File: src/rtl/openram_march_bist.sv
// March C- BIST sequencer driving port 0 of one OpenRAM test-chip macro.
// Records the first miscompare and counts all of them; every output is registered.
module openram_march_bist #(
  parameter int ADDR_SIZE  = 16,
  parameter int DATA_SIZE  = 32,
  parameter int WMASK_SIZE = 4,
  parameter int MAX_CHIPS  = 16,
  parameter int READ_LAT   = 1
) (
  input  logic                  la_clk,
  input  logic                  reset_n,
  input  logic                  start,
  input  logic [3:0]            sram_sel,
  input  logic [ADDR_SIZE-1:0]  addr_max,
  input  logic [DATA_SIZE-1:0]  pattern,
  input  logic [DATA_SIZE-1:0]  cmp_mask,
  input  logic [DATA_SIZE-1:0]  dout0,
  output logic [MAX_CHIPS-1:0]  csb0,
  output logic                  web0,
  output logic [WMASK_SIZE-1:0] wmask0,
  output logic [ADDR_SIZE-1:0]  addr0,
  output logic [DATA_SIZE-1:0]  din0,
  output logic                  busy,
  output logic                  done,
  output logic                  fail,
  output logic [ADDR_SIZE-1:0]  fail_addr,
  output logic [DATA_SIZE-1:0]  fail_data,
  output logic [2:0]            fail_elem,
  output logic [7:0]            err_count
);

  localparam logic [2:0] IDLE  = 3'd0;
  localparam logic [2:0] WRITE = 3'd1;
  localparam logic [2:0] READ  = 3'd2;
  localparam logic [2:0] WAIT  = 3'd3;
  localparam logic [2:0] CHECK = 3'd4;
  localparam logic [2:0] NEXT  = 3'd5;
  localparam logic [2:0] DONE  = 3'd6;

  localparam logic [2:0] LAST_ELEM = 3'd5;

  // March C- element properties: M0 w0, M1 r0w1, M2 r1w0, M3 r0w1 (down), M4 r1w0 (down), M5 r0.
  function automatic logic elem_has_read(input logic [2:0] e);
    return e != 3'd0;
  endfunction

  function automatic logic elem_has_write(input logic [2:0] e);
    return e != LAST_ELEM;
  endfunction

  function automatic logic elem_down(input logic [2:0] e);
    return (e == 3'd3) || (e == 3'd4);
  endfunction

  function automatic logic elem_read_inv(input logic [2:0] e);
    return (e == 3'd2) || (e == 3'd4);
  endfunction

  function automatic logic elem_write_inv(input logic [2:0] e);
    return (e == 3'd1) || (e == 3'd3);
  endfunction

  logic [2:0]           state, nstate;
  logic [2:0]           elem, nelem;
  logic [ADDR_SIZE-1:0] addr, naddr;
  logic [1:0]           wcnt, nwcnt;
  logic [3:0]           sel_q, nsel;
  logic [ADDR_SIZE-1:0] amax_q, namax;
  logic [DATA_SIZE-1:0] pat_q, npat;
  logic [DATA_SIZE-1:0] mask_q, nmask;
  logic                 accept;
  logic                 compare;
  logic                 step;
  logic                 last_addr;
  logic [DATA_SIZE-1:0] exp_data;
  logic                 miscompare;
  logic [DATA_SIZE-1:0] wdata;

  assign last_addr  = elem_down(elem) ? (addr == '0) : (addr == amax_q);
  assign exp_data   = elem_read_inv(elem) ? ~pat_q : pat_q;
  assign miscompare = compare && (((dout0 ^ exp_data) & mask_q) != '0);
  assign wdata      = elem_write_inv(nelem) ? ~npat : npat;

  // NOTE: every variable assigned here gets a default first, so no path can infer a latch.
  always_comb begin
    nstate  = state;
    nelem   = elem;
    naddr   = addr;
    nwcnt   = wcnt;
    nsel    = sel_q;
    namax   = amax_q;
    npat    = pat_q;
    nmask   = mask_q;
    accept  = 1'b0;
    compare = 1'b0;
    step    = 1'b0;

    case (state)
      IDLE: begin
        if (start) begin
          accept = 1'b1;
          nsel   = sram_sel;
          namax  = addr_max;
          npat   = pattern;
          nmask  = cmp_mask;
          nelem  = 3'd0;
          naddr  = '0;
          nstate = WRITE;
        end
      end
      WRITE: step = 1'b1;
      READ: begin
        nwcnt  = 2'd0;
        nstate = (READ_LAT == 1) ? CHECK : WAIT;
      end
      WAIT: begin
        if (wcnt == 2'(READ_LAT - 2)) nstate = CHECK;
        else                          nwcnt  = wcnt + 2'd1;
      end
      CHECK: begin
        compare = 1'b1;
        if (elem_has_write(elem)) nstate = WRITE;
        else                      step   = 1'b1;
      end
      DONE:    nstate = IDLE;
      default: nstate = IDLE;
    endcase

    // Address/element advance folds into the final cycle of an op, so NEXT never costs a cycle.
    if (step) begin
      nstate = NEXT;
      if (last_addr) begin
        if (elem == LAST_ELEM) begin
          nstate = DONE;
        end else begin
          nelem = elem + 3'd1;
          naddr = elem_down(nelem) ? amax_q : '0;
        end
      end else begin
        naddr = elem_down(elem) ? addr - 1'b1 : addr + 1'b1;
      end
      if (nstate == NEXT) nstate = elem_has_read(nelem) ? READ : WRITE;
    end
  end

  // NOTE: sequential state uses non-blocking assignments only, so every register samples pre-edge values.
  always_ff @(posedge la_clk or negedge reset_n) begin
    if (!reset_n) begin
      state     <= IDLE;
      elem      <= 3'd0;
      addr      <= '0;
      wcnt      <= 2'd0;
      sel_q     <= 4'd0;
      amax_q    <= '0;
      pat_q     <= '0;
      mask_q    <= '0;
      csb0      <= '1;
      web0      <= 1'b1;
      wmask0    <= '0;
      addr0     <= '0;
      din0      <= '0;
      busy      <= 1'b0;
      done      <= 1'b0;
      fail      <= 1'b0;
      fail_addr <= '0;
      fail_data <= '0;
      fail_elem <= 3'd0;
      err_count <= 8'd0;
    end else begin
      state  <= nstate;
      elem   <= nelem;
      addr   <= naddr;
      wcnt   <= nwcnt;
      sel_q  <= nsel;
      amax_q <= namax;
      pat_q  <= npat;
      mask_q <= nmask;

      // Port drive is registered from the next state so the access is live in its own cycle.
      csb0   <= ((nstate == WRITE) || (nstate == READ)) ? ~(MAX_CHIPS'(1) << nsel) : '1;
      web0   <= (nstate != WRITE);
      wmask0 <= (nstate == WRITE) ? '1 : '0;
      addr0  <= naddr;
      if (nstate == WRITE) din0 <= wdata;
      busy   <= (nstate == WRITE) || (nstate == READ) || (nstate == WAIT) || (nstate == CHECK);

      if (accept) begin
        done      <= 1'b0;
        fail      <= 1'b0;
        fail_addr <= '0;
        fail_data <= '0;
        fail_elem <= 3'd0;
        err_count <= 8'd0;
      end else begin
        if (nstate == DONE) done <= 1'b1;
        if (miscompare) begin
          fail <= 1'b1;
          if (err_count != 8'hFF) err_count <= err_count + 8'd1;
          if (!fail) begin
            fail_addr <= addr;
            fail_data <= dout0;
            fail_elem <= elem;
          end
        end
      end
    end
  end

endmodule

File: config.mk
export PLATFORM = sky130hd
export DESIGN_NAME = openram_march_bist
export DESIGN_NICKNAME = d
export VERILOG_FILES = /design/src/rtl/openram_march_bist.sv
export SDC_FILE = /design/constraint.sdc
export NUM_CORES = 1
export LEC_CHECK = 0
export ABC_CLOCK_PERIOD_IN_PS = 7700
export CORE_MARGIN = 4
export CORE_UTILIZATION = 41
export CTS_CLUSTER_SIZE = 8
export DETAILED_ROUTE_END_ITERATION = 12
export DONT_BUFFER_PORTS = 1
export GPL_ROUTABILITY_DRIVEN = 0
export RECOVER_POWER = 25
export SETUP_SLACK_MARGIN = 0.5
export SYNTH_ARGS = -nofsm -noshare
export SYNTH_HDL_FRONTEND = slang
export SYNTH_SLANG_ARGS = --single-unit
File: constraint.sdc
create_clock -name la_clk -period 7.7 [get_ports la_clk]
set_input_delay 1.155 -clock la_clk [delete_from_list [all_inputs] [get_ports la_clk]]
set_output_delay 1.155 -clock la_clk [all_outputs]
set_load 0.05 [all_outputs]
# [After elaboration in Yosys (flattened, before gate mapping)]
# Cells that the tools add are included.
[op_classes] add_sub_neg=5 eq_ne=25 shift=1 mux=55 bitwise=5 reduce_logical=20
[ops] op="two-way mux 32 bit" count=7
[ops] op="two-way mux 16 bit" count=11
[ops] op="inverter 32 bit" count=2
[ops] op="two-way mux 3 bit" count=15
[ops] op="bitwise AND 32 bit" count=1
[ops] op="nonzero test 32 bit" count=1
[ops] op="bitwise XOR 32 bit" count=1
[ops] op="equality test 3 x 2 -> 1 bit (second input constant)" count=8
[ops] op="two-way mux 8 bit" count=3
[ops] op="equality test 3 bit (second input constant)" count=7
[ops] op="adder 16 x 1 -> 16 bit (second input constant)" count=1
[ops] op="equality test 16 bit" count=1
[ops] op="zero test 16 bit" count=1
[ops] op="inverter 16 bit" count=1
[ops] op="<< shifter 1 x 4 -> 16 bit (first input constant)" count=1
[ops] op="subtractor 16 x 1 -> 16 bit (second input constant)" count=1
[ops] op="case mux 3 bit (5 select lines)" count=1
[ops] op="two-way mux 4 bit" count=3
[ops] op="equality test 3 x 1 -> 1 bit (second input constant)" count=3
[ops] op="two-way mux 1 bit" count=9
[ops] op="adder 8 x 1 -> 8 bit (second input constant)" count=1
[ops] op="two-way mux 2 bit" count=4
[ops] op="inequality test 8 bit (second input constant)" count=1
[ops] op="AND reduction 2 bit" count=4
[ops] op="other kinds (14)" count=23
[totals] register_bits=223 in_bits=119 output_inout_bits=131

# [Logic depth before layout (Yosys ltp)]
# Gate-level depths: netlist of the first run.
[logic_depth] depth_word=13 depth_mapped=12 mapped_depth_nobuf=11

# [Least setup slack after synthesis of the first run]
# No wires, ideal clock.
[synth_timing] path_kind="reg2reg" from="register elem[0]" to="register addr[14]" arrival_time_ns=2.951 slack_ns=4.673 stages_incl_launch_ff=12 n_path_buf=0 cell_sequence="dfrtp_1 > inv_1 > ha_1 > mux2_4 > fa_1 > a211oi_1 > o21ai_0 > a21oi_1 > o21ai_1 > o211ai_1 > mux2_2 > o21ai_1"
[synth_between] elab_chain_len=7 word_cells_on_any_way=17
[synth_lines] element="start: declaration" line_no="64" source="logic [2:0] elem, nelem;"
[synth_lines] element="start signal: assignment" line_no="171" source="elem <= nelem;"
[synth_lines] element="adder 3 x 1 -> 3 bit" line_no="136" source="nelem = elem + 3'd1;"
[synth_lines] element="equality test 3 x 2 -> 1 bit or equality test 3 bit (tied branches)" line_no="52" source="return (e == 3'd3) || (e == 3'd4);"
[synth_lines] element="logical OR 1 bit" line_no="52"
[synth_lines] element="two-way mux 16 bit" line_no="137" source="naddr = elem_down(nelem) ? amax_q : '0;"
[synth_lines] element="two-way mux 16 bit" line_no="133" source="if (elem == LAST_ELEM) begin"
[synth_lines] element="two-way mux 16 bit" line_no="132" source="if (last_addr) begin"
[synth_lines] element="two-way mux 16 bit *" line_no="130" source="if (step) begin"
[synth_lines] element="net naddr[14]" line_no="65" source="logic [ADDR_SIZE-1:0] addr, naddr;"
[synth_lines] element="end signal: assignment" line_no="172" source="addr <= naddr;"
[synth_lines] element="end: declaration" line_no="65"
# The timed path passes the listed nets; every way through them passes the cells marked *.
# A chain may end at the register's enable or synchronous reset.

# [Worst setup path in the final report of the first run]
[layout_timing] from="register state[0]" to="register din0[21]"
[layout_between] elab_chain_len=10 word_cells_on_any_way=26
[layout_lines] element="start: declaration" line_no="63" source="logic [2:0] state, nstate;"
[layout_lines] element="start signal: assignment" line_no="170" source="state <= nstate;"
[layout_lines] element="zero test 3 bit" line_no="98" source="case (state)"
[layout_lines] element="two-way mux 3 bit" line_no="98"
[layout_lines] element="two-way mux 3 bit" line_no="133"
[layout_lines] element="two-way mux 3 bit" line_no="132"
[layout_lines] element="two-way mux 3 bit" line_no="130"
[layout_lines] element="nonzero test 3 bit" line_no="44" source="return e != 3'd0;"
[layout_lines] element="two-way mux 2 bit" line_no="142" source="if (nstate == NEXT) nstate = elem_has_read(nelem) ? READ : WRITE;"
[layout_lines] element="two-way mux 3 bit" line_no="142"
[layout_lines] element="two-way mux 3 bit" line_no="130"
[layout_lines] element="equality test 3 x 1 -> 1 bit" line_no="184" source="if (nstate == WRITE) din0 <= wdata;"
[layout_lines] element="end signal: assignment" line_no="184"
[layout_lines] element="end: declaration" line_no="22" source="output logic [DATA_SIZE-1:0] din0,"
# Several ways; a longest one is shown, not always the timed one. The select of a mux whose other input is x is not followed.

==> flow_summary.json, run 1 <==
{
  "num_rows": 60,
  "critPathKind": "reg -> reg",
  "synth-seq-cells": 220,
  "clk_transition_reported_paths_ns": 0.06,
  "io-pin-count": 250,
  "tns_ns": 0,
  "dpl.hpwl_um": 20400,
  "ctsRootBufferMaster": "clkbuf_16",
  "die_y_um": 174,
  "cp_common_cell": "buf_4",
  "dp_slack_ns": 3.43,
  "drt-initial-drc-count": 576,
  "yosys.area.top_type": "dfrtp_1",
  "p_int_mw": 3.21,
  "cts_resized": 0,
  "initial_core_util": 0.417,
  "finalSetupViolCount": 0,
  "cp-start-kind": "register",
  "peakVddDrop_v": 0.000246,
  "grt_use_total": 0.194,
  "arrival_ns": 4.20,
  "relSlewSlack": 0.342,
  "whs_ns": 0.314,
  "min_period_over_period": 0.489,
  "ys_seq_area_frac": 0.492,
  "cp_slowest_stage_delay_ns": 0.94,
  "path_cells": "nor4b_4 > buf_4 > a21oi_1 > o22ai_4 > buf_4 > mux2_2",
  "synth_common_cells": "345 x nand2_1, 203 x dfrtp_1, 68 x xnor2_1",
  "fp.coreArea_mm2": 0.0270,
  "via_per_inst": 5.28,
  "rsz0062_at_grt": "no",
  "antennaDiodeCount": 0,
  "ys.flop_type": "dfrtp_1",
  "end_kind": "register",
  "cts.path.max_buffers": 3,
  "cts.sinks": 220,
  "synth_edf_count": 0,
  "yosys.area.top_type_share": 0.452,
  "power_density_mw_per_mm2": 493,
  "syn2layout_area_growth_pct": 9.92,
  "hold_violations": 0,
  "fillCellCount": 2600,
  "critPathSlowestCell": "nor4b_4",
  "via_count": 7984,
  "fin_crit_ns": 3.76,
  "syn-num-nets": 1300,
  "crit_path_start": "state[0]",
  "synth.most_common_cell": "nand2_1",
  "htree_num_levels": 1,
  "drv_slew": 0,
  "drive_gt1_frac": 0.0906,
  "critical_path_required_ns": 8.13,
  "synthCells": 1159,
  "cp-endpoint": "din0[21]",
  "grt_overflow_total": 0,
  "post_cts_buffers": 0,
  "ff2ff_path_depth": 6,
  "critPathMaxFanout": 80,
  "synthTopCellsByArea": "dfrtp_1 45%, nand2_1 12%, mux2i_1 5.5%, xnor2_1 5.3%, xor2_1 4.4%",
  "cp_num_buf_inv": 2,
  "drcViolationCount": 0,
  "final_util": 0.458,
  "yosys_warnings": 0,
  "antenna_found_initial": 0,
  "path_depth": 6,
  "seq_power_share": 0.482,
  "status": "finished clean",
  "clkLatencyLatePin_ns": 0.55,
  "worst_slack_ns": 3.94,
  "grt_max_degree": 221,
  "netSwitchingPower_mw": 2.88,
  "combPwrFrac": 0.313,
  "ant_nets": 0,
  "cp_top_family": "buffers and inverters",
  "tightest_slew_ns": 0.982,
  "synth_async_sr_flop_share": 1.00,
  "dr.pass1.iters": 4,
  "reg2reg_to": "din0[21]",
  "fmax_ghz": 0.266,
  "port_buffers": 0,
  "hp-class": "in -> async",
  "maxCapViolCount": 0,
  "fp.dieW_um": 174,
  "ff2ff_setup_slack_ns": 3.94,
  "swShare": 0.472,
  "wl_per_cell_um": 19.7,
  "grt_pass1_wl_um": 47700,
  "reg2reg_from": "state[0]",
  "drt_wl_total_um": 29800,
  "cts_buffers": 31,
  "hold_buffers": 0,
  "fin_nets": 1286,
  "grt_pass1_vias": 8159,
  "synth_area_mm2": 0.0112,
  "avgSynthCellArea_um2": 9.70,
  "synth_cell_types": 64,
  "cts_tree": "yes",
  "place_area_mm2": 0.0115,
  "skew_ns": 0.0204,
  "leakage_nw": 5.76,
  "p_clk_frac": 0.205,
  "postLayoutCellArea_mm2": 0.0124,
  "die_area_mm2": 0.0301
}
## cell type report
class,instances,area [µm²],share of cell area
Tap cell,341,427,0.0345
Timing Repair Buffer,11,82.6,0.00669
Multi-Input combinational cell,828,5230,0.424
Clock inverter,2,13.8,0.00111
Sequential cell,220,5530,0.448
Inverter,53,199,0.0161
Clock buffer,56,870,0.0704
## stage by stage
| stage | power [mW] | std cells |
|---|---|---|
| finish | 6.09 | 1511 |
| global route | 6.48 | 1511 |
| CTS | 6.16 | 1511 |
| detailed placement | 4.88 | 1453 |
| global placement | 4.82 | 1453 |
| floorplan | 4.37 | 1159 |
## cells by family after synthesis
| family | share of synthesized area |
|---|---|
| XOR/XNOR | 0.0974 |
| AO/OA/AOI/OAI | 0.0738 |
| multiplexers | 0.0959 |
| flip-flops | 0.492 |
| buffers and inverters | 0.0449 |
| AND/OR/NAND/NOR | 0.171 |
| adder cells (fa/ha/maj) | 0.0252 |
## per-layer routing
layer / share of wire / global-route usage / vias up / wire [µm]
li1: - / - / 3808 / -
met1: 0.42 / 0.255 / 3897 / 12500
met3: 0.089 / 0.0687 / 32 / 2660
met5: 0 / 0 / - / 0
met2: 0.48 / 0.315 / 247 / 14200
met4: 0.014 / 0.0372 / 0 / 426
## how the worst min path moves through the flow
stage | cells after the start | slack [ns] | end | from
floorplan | 2 | 0.45 | mask_q[0] | mask_q[0]
global placement | 2 | 0.46 | mask_q[20] | mask_q[20]
detailed placement | 2 | 0.46 | mask_q[12] | mask_q[12]
CTS | 0 | 0.27 | din0[2] | reset_n
global route | 0 | 0.28 | din0[2] | reset_n
finish | 0 | 0.31 | din0[2] | reset_n
## state kept, by name, indices dropped and copies added, names as in the netlist, 16 cells and up
register	count
amax_q	16
csb0	16
addr	16
mask_q	32
fail_data	32
din0	32
pat_q	32
fail_addr	16
## layout by cell type (no fill, tap or decap), types with 4 or more instances in the layout
cell       count
mux2_2        30
or3_1          6
nor2_1        26
xor2_1        57
a31oi_1        4
mux2_1         6
a21oi_1       35
and2_1         7
dfstp_2       17
inv_1         52
o21ai_0       10
o21ai_1       12
xnor2_1       68
nor2b_1        6
a22oi_1       18
a211o_1        4
o22ai_1        4
mux2i_1       62
dfrtp_1      202
nand2_1      344
and3_1         8
clkbuf_1      25
nand4_1        7
buf_4         11
nand2b_1       6
a22o_1         6
or4_1          4
nor3_1        13
ha_1          21
nor4_1         4
a211oi_1       6
clkbuf_16     31
nand3_1       14
## power groups by stage
stage | clock, mW | sequential (mW) | combinational (mW)
2_1_floorplan | 0 | 2.76 | 1.61
5_1_grt | 1.34 | 2.99 | 2.15
4_1_cts | 1.29 | 2.94 | 1.93
3_3_place_gp | 0 | 2.95 | 1.87
6_report | 1.25 | 2.93 | 1.91
3_5_place_dp | 0 | 2.95 | 1.93
(Power assumes the default switching activity.)
==> run 2, diff against run 1 <==
--- a/config.mk
+++ b/config.mk
@@ -5,7 +5,7 @@
 export SDC_FILE = /design/constraint.sdc
 export NUM_CORES = 1
 export LEC_CHECK = 0
-export ABC_CLOCK_PERIOD_IN_PS = 7700
+export ABC_CLOCK_PERIOD_IN_PS = 3900
 export CORE_MARGIN = 4
 export CORE_UTILIZATION = 41
 export CTS_CLUSTER_SIZE = 8
==> constraint.sdc (replaced) <==
create_clock -name la_clk -period 3.9 [get_ports la_clk]
set_input_delay 0.585 -clock la_clk [delete_from_list [all_inputs] [get_ports la_clk]]
set_output_delay 0.585 -clock la_clk [all_outputs]
set_load 0.05 [all_outputs]
==> run 2 against run 1 <==
  * Register-to-register slack worse by 3.2 ns
  * The flow now finishes with violations (negative hold slack)
  * Sequential power up 95%
  * Cell count up 0.66%
  * Clock skew about the same
  * Maximum frequency up 18%
  * Clock-buffer cell count up 1
  * Highest routed layer unchanged
  * Clock power up 98%
  * Via count up 0.75%
  * Global-route usage up 0.19 points
  * Die area unchanged
==> flow_summary.json, run 2 (synthesized netlist as in run 1, its figures left out) <==
{
  "critPathSlowestCell": "dfrtp_2",
  "fp.coreArea_mm2": 0.0270,
  "grt_overflow_total": 0,
  "cp_common_cell": "ha_1",
  "initial_core_util": 0.417,
  "final_util": 0.464,
  "fp.dieW_um": 174,
  "wl_per_cell_um": 19.7,
  "htree_num_levels": 1,
  "violations": "negative hold slack",
  "reg2reg_to": "addr[15]",
  "antennaDiodeCount": 0,
  "dpl.hpwl_um": 20400,
  "status": "finished, violations left",
  "end_kind": "register",
  "die_area_mm2": 0.0301,
  "ctsRootBufferMaster": "clkbuf_16",
  "antenna_found_initial": 0,
  "via_count": 8044,
  "final_cells": 1521,
  "leakage_nw": 5.85,
  "final_common_cell": "nand2_1",
  "clk_transition_reported_paths_ns": 0.06,
  "path_cells": "inv_1 > ha_1 > mux2_4 > ha_1 > nand3_1 > o211ai_1 > o221a_2 > a211oi_1 > nor3_1 > mux2i_1 > o21ai_1",
  "num_rows": 60,
  "ff2ff_path_depth": 11,
  "skew_ns": 0.0208,
  "relSlewSlack": 0.372,
  "min_period_over_period": 0.819,
  "fmax_ghz": 0.313,
  "drt_wl_total_um": 30000,
  "dr.pass1.iters": 4,
  "fin_crit_ns": 3.20,
  "cts_buffers": 31,
  "critical_path_required_ns": 4.31,
  "critPathKind": "reg -> reg",
  "arrival_ns": 3.61,
  "grt_max_degree": 221,
  "syn2layout_area_growth_pct": 11.4,
  "die_y_um": 174,
  "ant_nets": 0,
  "mostFrequentLayoutCells": "344 x nand2_1, 201 x dfrtp_1, 68 x xnor2_1",
  "cp_slowest_stage_delay_ns": 0.43,
  "drive_gt1_frac": 0.101,
  "cp-start-kind": "register",
  "critPathMaxFanout": 11,
  "drt-initial-drc-count": 520,
  "cts.path.max_buffers": 3,
  "hp-class": "in -> async",
  "finalSetupViolCount": 0,
  "tns_ns": 0,
  "port_buffers": 0,
  "maxCapViolCount": 0,
  "grt_use_total": 0.196,
  "power_density_mw_per_mm2": 975,
  "tightest_slew_ns": 0.944,
  "reg2reg_from": "elem[0]",
  "io-pin-count": 250,
  "dp.cells": 1461,
  "peakVddDrop_v": 0.000470,
  "clkLatencyLatePin_ns": 0.55,
  "drcViolationCount": 0,
  "cp_top_family": "compound AO/OA/AOI/OAI gates",
  "drv_slew": 0,
  "via_per_inst": 5.29,
  "grt_pass1_wl_um": 48300,
  "grt_pass1_vias": 8465,
  "cts.sinks": 220,
  "ff2ff_setup_slack_ns": 0.70,
  "rsz0062_at_grt": "no",
  "fin_nets": 1296,
  "hold_violations": 218,
  "cts_tree": "yes",
  "whs_ns": -0.235,
  "cp_num_buf_inv": 1
}
==> run 2: through the flow <==
step                total power [mW]  area (µm²)  worst slack, ns  hold slack [ns]
detailed placement              9.77       11600            0.556            0.299
global route                    13.0       12500            0.526           -0.274
floorplan                       8.63       11200            0.873            0.289
CTS                             12.3       12500            0.525           -0.287
global placement                9.67       11600            0.598            0.300
finish                          12.2       12500            0.704           -0.235
==> run 2: final cells by class <==
| class | instances | area, µm² |
|---|---|---|
| clock buffer | 57 | 893 |
| clock inverter | 1 | 8.76 |
| fill | 2554 | 14400 |
| inverter | 53 | 199 |
| multi-input combinational | 828 | 5250 |
| sequential | 220 | 5530 |
| tap | 341 | 427 |
| timing repair buffer | 21 | 211 |
==> run 2: how the worst max path moves through the flow <==
stage                        from  endpoint  cells past startpoint
final                     elem[0]  addr[15]                     11
after global routing      elem[0]  addr[14]                     11
after CTS                 elem[0]  addr[14]                     11
after detailed placement  elem[0]  addr[14]                     11
after global placement    elem[0]  addr[14]                     11
after floorplan           elem[0]  addr[14]                     11
==> run 2: layer usage <==
metal	part of all wire	wire (µm)	vias to the layer above	GRT usage
met5	0	0	-	0
met4	0.018	534	0	0.0439
met3	0.084	2530	38	0.0654
met2	0.47	14200	228	0.315
met1	0.42	12700	3942	0.260
li1	-	-	3836	-
==> run 2: what timing repair did <==
action,4_1_cts,5_1_grt
resized for setup,0,4
endpoints found under the hold margin,220,219
setup buffers,0,2
endpoints found under the setup margin,0,94
==> run 2: power by group <==
part	total (mW)	internal, mW	switching [mW]
logic	4.01	1.73	2.28
clock network	2.48	1.52	0.965
registers	5.71	3.23	2.48
total	12.2	6.47	5.73
